$ cat src/rtl/sim_uart_pkg.sv
// Shared UART simulation types, used by both the input responder and the output printer.
package sim_uart_pkg;
  typedef logic [7:0] uart_ch_t;
  localparam uart_ch_t UART_NO_CHAR = 8'hff;
endpackage

$ cat src/rtl/sim_uart_in_responder_if.sv
// Host feeder and DUT read-request signals of the UART input responder.
interface sim_uart_in_responder_if;
  import sim_uart_pkg::*;

  // Handshake: host_push writes host_ch at the posedge with no backpressure; a full FIFO drops the byte.
  // io_uart_in_valid is a request that is always answered the same cycle; io_uart_in_ch is the
  // byte consumed at that posedge, or NO_CHAR when nothing is served and nothing is consumed.
  logic     host_push;
  uart_ch_t host_ch;
  logic     io_uart_in_valid;
  uart_ch_t io_uart_in_ch;

  modport master (
    output host_push,
    output host_ch,
    output io_uart_in_valid,
    input  io_uart_in_ch
  );

  modport slave (
    input  host_push,
    input  host_ch,
    input  io_uart_in_valid,
    output io_uart_in_ch
  );
endinterface

$ cat src/rtl/sim_uart_fifo.sv
// Synchronous byte FIFO with a combinational head; writes while full are accepted only with a read.
module sim_uart_fifo
  import sim_uart_pkg::*;
#(
  parameter int DEPTH = 16
) (
  input  logic                   clock,
  input  logic                   reset,
  input  logic                   wr_en,
  input  uart_ch_t               din,
  input  logic                   rd_en,
  output uart_ch_t               head,
  output logic [$clog2(DEPTH):0] count,
  output logic                   full,
  output logic                   empty
);
  localparam int AW = $clog2(DEPTH);
  localparam int CW = AW + 1;

  uart_ch_t        mem [DEPTH];
  logic [AW-1:0]   wr_ptr;
  logic [AW-1:0]   rd_ptr;
  logic            wr_ok;
  logic            rd_ok;

  assign empty = (count == '0);
  assign full  = (count == CW'(DEPTH));
  assign rd_ok = rd_en && !empty;
  // A read on the same edge frees the slot, so a full FIFO can still take a write.
  assign wr_ok = wr_en && (!full || rd_ok);
  assign head  = mem[rd_ptr];

  always_ff @(posedge clock) begin
    if (wr_ok) begin
      mem[wr_ptr] <= din;
    end
  end

  always_ff @(posedge clock) begin
    if (reset) begin
      wr_ptr <= '0;
      rd_ptr <= '0;
      count  <= '0;
    end else begin
      if (wr_ok) begin
        wr_ptr <= wr_ptr + AW'(1);
      end
      if (rd_ok) begin
        rd_ptr <= rd_ptr + AW'(1);
      end
      case ({wr_ok, rd_ok})
        2'b10:   count <= count + CW'(1);
        2'b01:   count <= count - CW'(1);
        default: count <= count;
      endcase
    end
  end
endmodule

$ cat src/rtl/sim_uart_in_responder.sv
// Answers DUT UART read requests from a host-fed FIFO, with optional post-pop gap to emulate baud rate.
module sim_uart_in_responder
  import sim_uart_pkg::*;
#(
  parameter int       DEPTH      = 16,
  parameter int       GAP_CYCLES = 0,
  parameter uart_ch_t NO_CHAR    = UART_NO_CHAR
) (
  input  logic                   clock,
  input  logic                   reset,
  sim_uart_in_responder_if.slave uart,
  output logic [$clog2(DEPTH):0] fifo_count,
  output logic                   fifo_full,
  output logic [15:0]            drop_count
);
  localparam int GW = (GAP_CYCLES > 0) ? $clog2(GAP_CYCLES + 1) : 1;

  logic [GW-1:0] gap;
  uart_ch_t      head;
  logic          empty;
  logic          serve;
  logic          pop;
  logic          push_ok;
  logic          drop;

  assign serve   = !empty && (gap == '0);
  assign pop     = uart.io_uart_in_valid && serve;
  assign push_ok = uart.host_push && (!fifo_full || pop);
  assign drop    = uart.host_push && fifo_full && !pop;
  // No bypass: a byte pushed into an empty FIFO is only visible from the next cycle.
  assign uart.io_uart_in_ch = serve ? head : NO_CHAR;

  sim_uart_fifo #(
    .DEPTH (DEPTH)
  ) u_fifo (
    .clock (clock),
    .reset (reset),
    .wr_en (push_ok),
    .din   (uart.host_ch),
    .rd_en (pop),
    .head  (head),
    .count (fifo_count),
    .full  (fifo_full),
    .empty (empty)
  );

  // Gap counts down every cycle regardless of requests; a pop can only happen at zero.
  always_ff @(posedge clock) begin
    if (reset) begin
      gap <= '0;
    end else if (pop) begin
      gap <= GW'(GAP_CYCLES);
    end else if (gap != '0) begin
      gap <= gap - GW'(1);
    end
  end

  always_ff @(posedge clock) begin
    if (reset) begin
      drop_count <= '0;
    end else if (drop && (drop_count != 16'hffff)) begin
      drop_count <= drop_count + 16'd1;
    end
  end
endmodule

$ cat src/flat_wrapper.sv
// flat-port wrapper written by rule: the top's interface ports become plain ports
module sim_uart_in_responder_flat import sim_uart_pkg::*;
#(
  parameter int       DEPTH      = 16,
  parameter int       GAP_CYCLES = 0,
  parameter uart_ch_t NO_CHAR    = UART_NO_CHAR
)
  (clock, reset, fifo_count, fifo_full, drop_count, uart_host_push, uart_host_ch, uart_io_uart_in_valid, uart_io_uart_in_ch);
  sim_uart_in_responder_if uart_i ();
  input  logic clock;
  input  logic reset;
  output logic [$clog2(DEPTH):0] fifo_count;
  output logic fifo_full;
  output logic [15:0] drop_count;
  input wire logic [$bits(uart_i.host_push)-1:0] uart_host_push;
  input wire logic [$bits(uart_i.host_ch)-1:0] uart_host_ch;
  input wire logic [$bits(uart_i.io_uart_in_valid)-1:0] uart_io_uart_in_valid;
  output wire logic [$bits(uart_i.io_uart_in_ch)-1:0] uart_io_uart_in_ch;
  assign uart_i.host_push = uart_host_push;
  assign uart_i.host_ch = uart_host_ch;
  assign uart_i.io_uart_in_valid = uart_io_uart_in_valid;
  assign uart_io_uart_in_ch = uart_i.io_uart_in_ch;
  sim_uart_in_responder #(.DEPTH(DEPTH), .GAP_CYCLES(GAP_CYCLES), .NO_CHAR(NO_CHAR)) u_core (.clock(clock), .reset(reset), .uart(uart_i), .fifo_count(fifo_count), .fifo_full(fifo_full), .drop_count(drop_count));
endmodule
$ cat config.mk
export PLATFORM = sky130hd
export DESIGN_NAME = sim_uart_in_responder_flat
export DESIGN_NICKNAME = d
export VERILOG_FILES = /design/src/rtl/sim_uart_pkg.sv /design/src/rtl/sim_uart_in_responder_if.sv /design/src/rtl/sim_uart_fifo.sv /design/src/rtl/sim_uart_in_responder.sv /design/src/flat_wrapper.sv
export SDC_FILE = /design/constraint.sdc
export NUM_CORES = 1
export LEC_CHECK = 0
export BUFFER_PORTS_ARGS = -buffer_cell sky130_fd_sc_hd__buf_2
export CORE_MARGIN = 2
export CORE_UTILIZATION = 65
export DETAILED_ROUTE_END_ITERATION = 6
export PLACE_DENSITY = 0.88
export SLEW_MARGIN = 20
export SYNTH_ARGS = -nofsm -noshare
export SYNTH_HDL_FRONTEND = slang
export SYNTH_HIERARCHICAL = 1
export SYNTH_SLANG_ARGS = --single-unit
$ cat constraint.sdc
create_clock -name clock -period 8.6 [get_ports clock]
set_input_delay 0.86 -clock clock [delete_from_list [all_inputs] [get_ports clock]]
set_output_delay 0.86 -clock clock [all_outputs]
set_load 0.1 [all_outputs]
* Word level (Yosys, flattened, before mapping) *
Memory sizes are Yosys's and may differ from the RTL's. A register that Yosys moved wholly into a read port is not among the register bits.
Cells that the tools add are included.

storage, ports and cells
  register bits after elaboration = 30
  bits in writable memories = 128
  bits of input ports = 12
  output and inout port bits = 30
  word-level logic and storage cells = 39
  memories = 1

memories
  name               words  bits a word  rd ports  clocked after Yosys merged registers in  write ports  line                 text
  u_core.u_fifo.mem  16     8            1         1                                        1            sim_uart_fifo.sv:20  uart_ch_t mem [DEPTH];

cells by class
  add/subtract/negate cells = 6
  equal/unequal tests = 4
  mux-type cells = 6
  bitwise operators = 1
  reductions and logical operators = 16

operators with widths
  cell                                                                 count
  16-bit by 1-bit adder with 16-bit output (second input constant)     1
  16-bit != test (second input constant)                               1
  5-bit case mux with 2 select lines                                   1
  4-bit by 1-bit adder with 4-bit output (second input constant)       2
  1-bit logical AND                                                    8
  4-bit 2-to-1 mux                                                     2
  8-bit 2-to-1 mux                                                     1
  5-bit by 1-bit adder with 5-bit output (second input constant)       1
  5-bit == test (second input constant)                                1
  5-bit logical NOT                                                    1
  5-bit by 1-bit subtractor with 5-bit output (second input constant)  1
  1-bit logical NOT                                                    3
  3-bit OR reduction                                                   1
  2-bit by 1-bit == test with 1-bit output (second input constant)     1
  2-bit == test (second input constant)                                1
  1-bit logical OR                                                     2
  1-bit 2-to-1 mux                                                     2
  2-bit nonzero test                                                   1
  1-bit inverter                                                       1
  1-bit subtractor (second input constant)                             1

* Logic depth before layout (Yosys ltp) *
  depth in word-level cells = 9
  gate-level depth with buffers = 15
  gate-level depth less buffers = 12

* Modules after synthesis *
Netlist, hierarchy kept.

by module, submodules not included
  module                 instances  cells an instance  area each (µm²)  sequential area each (µm²)
  sim_uart_fifo          1          325                5,866.9          4,184.0
  sim_uart_in_responder  1          122                1,034.7          340.3

* Least setup slack after synthesis *
Ideal clock, no wire load.

  kind = register to register
  from = register u_core.u_fifo.count[0]
  to = register u_core.u_fifo.count[4]
  library setup time = 0.134 ns
  data arrival time = 4.869 ns
  data required time = 8.466 ns
  slack = 3.597 ns
  stages on the path, launching flop included = 13
  buffers on the path = 2
  clock period less this slack = 5.003 ns
  cells stage by stage = dfxtp_1 -> or4_4 -> buf_6 -> nor2_1 -> a21boi_0 -> clkbuf_1 -> nor2b_1 -> o21ai_2 -> fa_1 -> nand2b_1 -> o2bb2ai_1 -> mux2i_1 -> or4_1

on the way
  elaborated cells between the ends (all ways) = 17
  those cells by class = add/sub: 2; eq/ne: 3; mux: 1; reduce/logical: 11

RTL lines
  element                                                                    line                         text
  start, declared                                                            sim_uart_fifo.sv:13          output logic [$clog2(DEPTH):0] count,
  start signal, assigned                                                     sim_uart_fifo.sv:52          2'b10: count <= count + CW'(1);
  start signal, assigned                                                     sim_uart_fifo.sv:53          2'b01: count <= count - CW'(1);
  start signal, assigned                                                     sim_uart_fifo.sv:54          default: count <= count;
  5-bit == test *                                                            sim_uart_fifo.sv:27          assign full = (count == CW'(DEPTH));
  named net fifo_full                                                        flat_wrapper.sv:13           output logic fifo_full;
  1-bit logical NOT *                                                        sim_uart_in_responder.sv:28  assign push_ok = uart.host_push && (!fifo_full || pop);
  1-bit logical OR *                                                         sim_uart_in_responder.sv:28
  1-bit logical AND *                                                        sim_uart_in_responder.sv:28
  named net u_core.push_ok                                                   sim_uart_in_responder.sv:23  logic push_ok;
  1-bit logical AND *                                                        sim_uart_fifo.sv:30          assign wr_ok = wr_en && (!full || rd_ok);
  2-bit by 1-bit == test with 1-bit output or 2-bit == test (tied branches)  sim_uart_fifo.sv:51          case ({wr_ok, rd_ok})
  5-bit case mux with 2 select lines or 2-bit nonzero test (tied branches)   -

Mark *: on every way through the listed nets, which the timed path passes. The rest lies on a longest branch.
A chain may end at the register's enable or synchronous reset.

* Final worst setup path *
  from = register u_core.u_fifo.count[0]
  to = register u_core.u_fifo.count[4]

on the way
  longest elaborated chain between the ends = 9
  elaborated cells between the ends (all ways) = 17
  those cells by class = add/sub: 2; eq/ne: 3; mux: 1; reduce/logical: 11

ends and longest elaborated chain
  element                                                                    line                         text
  5-bit logical NOT *                                                        sim_uart_fifo.sv:26          assign empty = (count == '0);
  named net u_core.empty                                                     sim_uart_in_responder.sv:20  logic empty;
  1-bit logical NOT *                                                        sim_uart_in_responder.sv:26  assign serve = !empty && (gap == '0);
  1-bit logical AND *                                                        sim_uart_in_responder.sv:26
  1-bit logical AND *                                                        sim_uart_in_responder.sv:27  assign pop = uart.io_uart_in_valid && serve;
  1-bit logical OR *                                                         sim_uart_in_responder.sv:28
  1-bit logical AND *                                                        sim_uart_in_responder.sv:28
  named net u_core.push_ok                                                   sim_uart_in_responder.sv:23
  1-bit logical AND *                                                        sim_uart_fifo.sv:30
  2-bit by 1-bit == test with 1-bit output or 2-bit == test (tied branches)  sim_uart_fifo.sv:51
  5-bit case mux with 2 select lines or 2-bit nonzero test (tied branches)   -

Marked as above.

==> results.cfg <==
[status]
outcome = completed

[die]
die_w_um = 107
die-area_mm2 = 0.0115
initial_utilization = 0.669
die_h_um = 107
ios = 42
num_rows = 37
core_area_mm2 = 0.0103

[critical_path]
r2r_cells = 12
critPathMaxFanout = 11
cp_data_required_time_ps = 9000
crit_path_start_kind = flop
critical_path_class = reg2reg
end_kind = flop
arrival_ps = 4510

[cells_and_area]
multi_input_area_mm2 = 0.00222
num-fill-cells = 556
drive_above_1_share = 0.248
layout.cells.most_common = edfxtp_1
seqCellArea_mm2 = 0.00453
area_delta_synth_final_pct = 12.9
antennaDiodeCount = 0
layout_common_cells = edfxtp_1, buf_2, dfxtp_1, mux4_2, nor2_1
fin_nets = 514

[grt]
grt_pass1_vias = 4324
grt_pass1_wl_um = 24200
antenna_found_initial = 0
grt_use_total = 0.289
grt.overflow.total = 0
grt_max_degree = 33

[worst_hold_path]
hold_path_depth = 2
hp-class = reg2reg

[logic_synthesis]
ys_seq_area_frac = 0.656
yosys_warnings = 6
synth-edff-count = 128
synth_ff_type = edfxtp_1
ys_ff_latch = 162
yosys.area.top_type = edfxtp_1
synth_fp_nets = 469
synth.area.top_cells = edfxtp_1, mux4_2, dfxtp_1
synth_cell_types = 64
netlist_area_mm2 = 0.00690
syn_inst = 447
synth_top_area_share = 0.557
synth-async-reset-ratio = 0
syn_area_per_cell_um2 = 15.4

[timing]
rsz0062_at_grt = false
max-slew-margin-rel = 0.428
finalSetupViolations = 0
tightest_slew_ps = 855
finalHoldViolCount = 0
clock_skew_ps = 6.59
finalSetupTns_ps = 0
min_period_ps = 4100
hold_ws_ps = 495
slew_viol_final = 0
period_share = 0.477
fmax_ghz = 0.244

[drt]
ant_nets = 0
dr.pass1.iters = 5
drt-total-wl_um = 15400
first_iter_violations = 492
avgRoutedWirePerCell_um = 24.0
vias_per_cell = 6.75
num_vias = 4328
drc_errors = 0

[clock_network]
cts_sinks = 162
cts_setup_buffers = 0
h-tree-depth = 4
cts_buffers = 17
insertion_delay_ps = 530
cts-root-buf = clkbuf_8
cts.clk_slew.worst_paths_ps = 60
clock_path_buffers = 2
cts_resized = 0
cts_tree = yes
holdBufCountCts = 0

[power_and_ir_drop]
p_leak_nw = 2.68
ir_drop_mv = 0.237
power_density_mw_per_mm2 = 264
p_total_mw = 2.05

[flow_run]
cap_violations = 0

[place]
dp_hpwl_um = 9120
gp_congestion = 0.862
portBuffers = 41
[flip-flops by register name, summed over array words and instances (netlist names), named ones only]
register and cells:
u_core/u_fifo/mem 128, u_core/u_fifo/wr_ptr 4, u_core/u_fifo/rd_ptr 4, u_core/gap 1, u_core/drop_count 16, u_core/u_fifo/count 5
[cell families after synthesis]
family,after synthesis,synth area share
compound gates,61,0.0654
flops,162,0.656
mux,41,0.119
buf+inv,37,0.0228
fa+ha+maj,10,0.0192
xor+xnor,4,0.00508
simple gates,131,0.113
other cells,1,0.000543
[worst max-delay path: stages, from the launching register on]
cell and delay [ps]:
dfxtp_1 360, or4_4 630, nor2_1 580, or3b_1 400, a21boi_1 300, nor2b_1 200
o21ai_2 90, inv_2 170, ha_1 290, nand2b_1 110, o2bb2ai_1 180, a2111oi_0 120
or4_1 530
[layer usage]
layer  part of all wire  track usage  routed length, um  vias up
li1                   -            -                  -     1872
met1               0.38        0.386               5920     2168
met2               0.52        0.481               7970      251
met3              0.079       0.0547               1210       37
met4              0.020       0.0955                302        0
met5                  0            0                  0        -
[power breakdown]
group	total, mW	switching [mW]	internal [mW]
clock	0.723	0.286	0.437
combinational	0.431	0.311	0.120
sequential	0.899	0.0241	0.875
total	2.05	0.621	1.43
[final cells by class]
| class | instances | area share |
|---|---|---|
| flip-flops and latches | 162 | 0.581 |
| clock buffers | 20 | 0.0546 |
| well taps | 136 | 0.0218 |
| clock inverters | 12 | 0.0180 |
| multi-input cells | 248 | 0.285 |
| inverters | 17 | 0.00819 |
| repair buffers | 46 | 0.0312 |
[synthesized netlist by cell type, types with 7 or more instances]
cell,n
or3_1,11
and3_1,7
edfxtp_1,128
a22oi_1,16
a21oi_1,7
nand3_1,13
nor2_1,24
o21ai_0,7
nand2_1,17
ha_1,9
mux4_2,32
dfxtp_1,34
inv_1,15
clkbuf_1,13
and2_1,7
[per-stage QoR]
step           utilization  instances  cell area, um2  setup slack (ps)
2_1_floorplan            -        447            6900              3600
3_3_place_gp         0.700        609            7220              4550
3_5_place_dp         0.700        609            7220              4420
4_1_cts              0.754        641            7790              4370
5_1_grt              0.754        641            7790              4240
6_report             0.754        641            7790              4500
[final timing paths]
path                                              from                      to  slack (ps)
worst max register to register  u_core/u_fifo/count[0]  u_core/u_fifo/count[4]        4500
worst min register to register    u_core/drop_count[1]    u_core/drop_count[1]         490
worst max-delay path            u_core/u_fifo/count[0]  u_core/u_fifo/count[4]        4500
worst min-delay path              u_core/drop_count[1]    u_core/drop_count[1]         490
(Power assumes the default switching activity.)
